<file path="config.mk">
export PLATFORM = sky130hd
export DESIGN_NAME = aer_event_tx
export DESIGN_NICKNAME = d
export VERILOG_FILES = /design/src/rtl/aer_pkg.sv /design/src/rtl/aer_evt_fifo.sv /design/src/rtl/aer_event_tx.sv
export SDC_FILE = /design/constraint.sdc
export NUM_CORES = 1
export LEC_CHECK = 0
export BUFFER_PORTS_ARGS = -buffer_cell sky130_fd_sc_hd__buf_2
export CORE_MARGIN = 2
export CORE_UTILIZATION = 65
export CTS_BUF_LIST = sky130_fd_sc_hd__clkbuf_4
export DETAILED_ROUTE_END_ITERATION = 6
export PLACE_DENSITY = 0.91
export SYNTH_ARGS = -nofsm -noshare
export SYNTH_HDL_FRONTEND = slang
export SYNTH_HIERARCHICAL = 1
export SYNTH_SLANG_ARGS = --single-unit
</file>
<file path="constraint.sdc">
create_clock -name grp_release_clk -period 9.9 [get_ports grp_release_clk]
set_clock_uncertainty 0.05 [all_clocks]
set_input_delay 0.99 -clock grp_release_clk [delete_from_list [all_inputs] [get_ports grp_release_clk]]
set_output_delay 0.99 -clock grp_release_clk [all_outputs]
set_load 0.05 [all_outputs]
</file>
<file path="src/rtl/aer_pkg.sv">
// aer_pkg: shared types and constants for the AER transmit block
package aer_pkg;
  localparam int ADDR_W = 9;
  localparam int GRID = 16;
  localparam int TS_MAX = 32;
  typedef enum logic {CAP_IDLE, CAP_REL} cap_state_t;
  typedef enum logic [1:0] {TX_IDLE, TX_REQ, TX_ACKLO} tx_state_t;
  // ts is stored at TS_MAX bits; the top zero-extends its TS_W counter into it
  typedef struct packed {
    logic                      pol;
    logic [$clog2(GRID)-1:0]   row;
    logic [$clog2(GRID)-1:0]   col;
    logic [TS_MAX-1:0]         ts;
  } aer_evt_t;
endpackage

</file>
<file path="src/rtl/aer_evt_fifo.sv">
// aer_evt_fifo: circular event buffer with registered full/empty flags
//   grp_release_clk, rst_n : clock, async active-high reset
//   push_i/din_i           : write one event (caller guarantees space)
//   pop_i/dout_o           : dout_o shows the head; pop_i advances it
//   full_o/empty_o         : registered from the next-state count
module aer_evt_fifo
  import aer_pkg::*;
#(
  parameter int DEPTH = 4
) (
  input  logic     grp_release_clk,
  input  logic     rst_n,
  input  logic     push_i,
  input  aer_evt_t din_i,
  input  logic     pop_i,
  output aer_evt_t dout_o,
  output logic     full_o,
  output logic     empty_o
);
  localparam int AW = $clog2(DEPTH);
  aer_evt_t mem_q [DEPTH];
  logic [AW-1:0] wr_q, rd_q;
  logic [AW:0] cnt_q, cnt_d;
  logic full_q, empty_q;
  assign cnt_d = cnt_q + (AW+1)'(push_i) - (AW+1)'(pop_i);
  always_ff @(posedge grp_release_clk or posedge rst_n)
    if (rst_n) begin
      wr_q    <= '0;
      rd_q    <= '0;
      cnt_q   <= '0;
      full_q  <= 1'b0;
      empty_q <= 1'b1;
    end else begin
      wr_q    <= wr_q + AW'(push_i);
      rd_q    <= rd_q + AW'(pop_i);
      cnt_q   <= cnt_d;
      full_q  <= cnt_d == (AW+1)'(DEPTH);
      empty_q <= cnt_d == '0;
    end
  always_ff @(posedge grp_release_clk)
    if (push_i) mem_q[wr_q] <= din_i;
  assign dout_o  = mem_q[rd_q];
  assign full_o  = full_q;
  assign empty_o = empty_q;
endmodule

</file>
<file path="src/rtl/aer_event_tx.sv">
// aer_event_tx: captures granted pixel events, timestamps, buffers and sends them over 4-phase AER
//   grp_release_clk, rst_n            : clock, async active-high reset
//   grp_valid_i, grp_x/y_i, pix_x/y_i : granted group and pixel coordinates, pol_i polarity
//   aer_req_o/aer_ack_i               : 4-phase handshake, aer_addr_o/aer_ts_o event payload
//   grp_release_o                     : one-cycle pulse after each capture
//   fifo_full_o/fifo_empty_o          : buffer status, evt_sent_o saturating handshake count
module aer_event_tx
  import aer_pkg::*;
#(
  parameter int FIFO_DEPTH = 4,
  parameter int TS_W       = 16,
  parameter int CNT_W      = 16
) (
  input  logic              grp_release_clk,
  input  logic              rst_n,
  input  logic              grp_valid_i,
  input  logic [1:0]        grp_x_i,
  input  logic [1:0]        grp_y_i,
  input  logic [1:0]        pix_x_i,
  input  logic [1:0]        pix_y_i,
  input  logic              pol_i,
  input  logic              aer_ack_i,
  output logic              aer_req_o,
  output logic [ADDR_W-1:0] aer_addr_o,
  output logic [TS_W-1:0]   aer_ts_o,
  output logic              grp_release_o,
  output logic              fifo_full_o,
  output logic              fifo_empty_o,
  output logic [CNT_W-1:0]  evt_sent_o
);
  cap_state_t cap_q, cap_d;
  tx_state_t tx_q, tx_d;
  logic [TS_W-1:0] ts_q, aer_ts_q;
  logic [ADDR_W-1:0] addr_q;
  logic [CNT_W-1:0] sent_q;
  aer_evt_t evt_in, head;
  logic push, pop;
  assign pop    = tx_q == TX_IDLE && !fifo_empty_o;
  // a same-cycle pop frees a slot, so a full buffer can still accept
  assign push   = cap_q == CAP_IDLE && grp_valid_i && (!fifo_full_o || pop);
  assign evt_in = '{pol: pol_i, row: {grp_x_i, pix_x_i}, col: {grp_y_i, pix_y_i}, ts: TS_MAX'(ts_q)};
  aer_evt_fifo #(.DEPTH(FIFO_DEPTH)) u_fifo (
    .grp_release_clk(grp_release_clk),
    .rst_n          (rst_n),
    .push_i         (push),
    .din_i          (evt_in),
    .pop_i          (pop),
    .dout_o         (head),
    .full_o         (fifo_full_o),
    .empty_o        (fifo_empty_o)
  );
  always_ff @(posedge grp_release_clk or posedge rst_n)
    if (rst_n) begin
      cap_q <= CAP_IDLE;
      tx_q  <= TX_IDLE;
    end else begin
      cap_q <= cap_d;
      tx_q  <= tx_d;
    end
  // CAP_REL blocks recapture of the grant while the arbiter advances
  always_comb cap_d = cap_q == CAP_IDLE && push ? CAP_REL : CAP_IDLE;
  always_comb
    tx_d = tx_q == TX_IDLE ? (pop ? TX_REQ : TX_IDLE) :
           tx_q == TX_REQ  ? (aer_ack_i ? TX_ACKLO : TX_REQ) :
                             (aer_ack_i ? TX_ACKLO : TX_IDLE);
  always_comb begin
    grp_release_o = cap_q == CAP_REL;
    aer_req_o     = tx_q == TX_REQ;
  end
  always_ff @(posedge grp_release_clk or posedge rst_n)
    if (rst_n) begin
      ts_q     <= '0;
      addr_q   <= '0;
      aer_ts_q <= '0;
      sent_q   <= '0;
    end else begin
      ts_q <= ts_q + TS_W'(1);
      if (pop) begin
        addr_q   <= {head.pol, head.row, head.col};
        aer_ts_q <= TS_W'(head.ts);
      end
      if (tx_q == TX_REQ && aer_ack_i && !(&sent_q)) sent_q <= sent_q + CNT_W'(1);
    end
  assign aer_addr_o = addr_q;
  assign aer_ts_o   = aer_ts_q;
  assign evt_sent_o = sent_q;
endmodule

</file>
==> results.sh <==
export IMPL_status="finished, final reports clean"
export IMPL_diodes=0
export IMPL_drc_errors=0
export IMPL_maxCapViolCount=0
export IMPL_syn_area_per_cell_sq_um=18.5
export IMPL_hold_viol=0
export IMPL_drt_wl_total_um=11600
export IMPL_via_per_inst=5.88
export IMPL_vdd_drop_max_v=0.000168
export IMPL_p_sw_w=0.000776
export IMPL_start_util=0.675
export IMPL_ctsResizeCount=0
export IMPL_rsz0062_at_grt="false"
export IMPL_drt_iter0_drc=173
export IMPL_h_tree_depth=4
export IMPL_crit_path_end_kind="register"
export IMPL_row_count=36
export IMPL_path_clk_slew_ns=0.13
export IMPL_syn_inst=359
export IMPL_critPathRequiredTime_ns=10.05
export IMPL_cp_data_arrival_time_ns=3.14
export IMPL_clkPwrFrac=0.160
export IMPL_core_sq_mm=0.00986
export IMPL_worst_setup_path_start_kind="register"
export IMPL_cts_hold_buf=0
export IMPL_grt_usage=0.231
export IMPL_power_frac_comb=0.360
export IMPL_fmax_mhz=334
export IMPL_antenna_found_initial=0
export IMPL_clock_latency_ns=0.52
export IMPL_finalCriticalPeriod_ns=3.00
export IMPL_path_buf_inv=1
export IMPL_post_cts_buffers=0
export IMPL_cp_slowest_cell="nor3b_2"
export IMPL_die_area_sq_mm=0.0111
export IMPL_cts_sinks=169
export IMPL_min_path_type="in -> async"
export IMPL_final_antenna_net_count=0
export IMPL_grt_overflow=0
export IMPL_power_share_switching=0.379
export IMPL_cts_buffer_depth=2
export IMPL_crit_type="reg -> reg"
export IMPL_numPortBuffers=57
export IMPL_cts_root_buf="clkbuf_4"
export IMPL_power_density_mw_per_mm2=281
export IMPL_leakagePower_nw=2.92
export IMPL_dp_hpwl_um=7570
export IMPL_cts_inserted_buffers=17
export IMPL_drv_slew=0
export IMPL_synth_net_count=379
export IMPL_final_util=0.739
export IMPL_nNetsFinal=451
export IMPL_firstDrtPassIters=5
export IMPL_die_x_um=105
export IMPL_path_cells="nor3_4 > and2b_1 > nor3b_1 > nor3b_2 > buf_4"
export IMPL_period_share=0.303
export IMPL_num_vias=3394
export IMPL_crit_path_max_fanout=18
export IMPL_relSlewSlack=0.141
export IMPL_grt_pass1_vias=3739
export IMPL_grt_max_degree=34
export IMPL_wl_per_cell_um=20.0
export IMPL_slowest_delay_ns=0.71
export IMPL_path_delay_family="simple AND/OR/NAND/NOR gates"
export IMPL_die_h_um=105
export IMPL_most_common_layout_cells="edfxtp_1 (100), dfrtp_1 (68), buf_2 (57)"
export IMPL_routabilityCongestion=0.784
export IMPL_yosysWarnings=6
export IMPL_netlist_area_sq_mm=0.00666
export IMPL_p_int_w=0.00127
export IMPL_grt_first_pass_wirelength_um=19300
export IMPL_fin_setup_tns_ns=0
export IMPL_final_common_cell="edfxtp_1"
export IMPL_setup_violations=0
export IMPL_tightest_slew_ns=1.29
export IMPL_io_pins=58
export IMPL_regToRegSetupSlack_ns=6.90
export IMPL_drive_gt1_frac=0.349
export IMPL_cts_tree="yes"
export IMPL_syn2layout_area_growth_pct=9.48
export IMPL_p_seq_frac=0.480
## per-stage QoR
step	cells	worst slack [ns]	power [W]	hold slack (ns)	cell area (sq um)
after detailed placement	545	6.71	0.00174	0.415	7050
after global placement	545	6.90	0.00170	0.387	7050
after CTS	577	6.92	0.00207	0.335	7290
after floorplan	359	6.00	0.00158	0.425	6660
after global routing	577	6.71	0.00215	0.361	7290
final	577	6.90	0.00205	0.368	7290
## power by group through the flow
stage / logic (W) / clock network [W] / registers (W)
2_1_floorplan: 0.000406 / 0 / 0.00118
3_3_place_gp: 0.000710 / 0 / 0.000986
3_5_place_dp: 0.000746 / 0 / 0.000998
4_1_cts: 0.000748 / 0.000340 / 0.000983
5_1_grt: 0.000779 / 0.000366 / 0.00100
6_report: 0.000737 / 0.000328 / 0.000983
## final timing paths
| path | start | endpoint | cells after the start |
|---|---|---|---|
| setup / recovery | tx_q[0] | u_fifo/mem_q[0][8] | 5 |
| hold reg to reg | grp_release_o | grp_release_o | 1 |
| setup reg to reg | tx_q[0] | u_fifo/mem_q[0][8] | 5 |
| max in group asynchronous | rst_n | evt_sent_o[15] | 3 |
| hold / removal | rst_n | u_fifo/cnt_q[2] | 2 |
| min in group grp_release_clk | grp_release_o | grp_release_o | 1 |
## registers in the layout, summed over array words and instances, names as in the netlist, 2 cells and up
signal	cells
u_fifo/rd_q	2
aer_ts_o	16
evt_sent_o	16
u_fifo/wr_q	2
ts_q	16
u_fifo/mem_q	100
aer_addr_o	9
u_fifo/cnt_q	3
tx_q	2
## cell type report
type / count / area [sq um]
multi-input combinational: 170 / 1780
clock buffer: 18 / 135
tap: 133 / 166
fill: 563 / 2580
sequential: 169 / 4730
clock inverter: 14 / 97.6
inverter: 9 / 33.8
timing repair buffer: 64 / 338
## layer usage
layer / vias up / GRT usage / part of all wire
met4: 0 / 0.0829 / 0.015
met3: 14 / 0.0499 / 0.046
met2: 95 / 0.377 / 0.52
met5: - / 0 / 0
met1: 1757 / 0.310 / 0.42
li1: 1528 / - / -
Note: power is estimated with default switching activity, not from simulation.
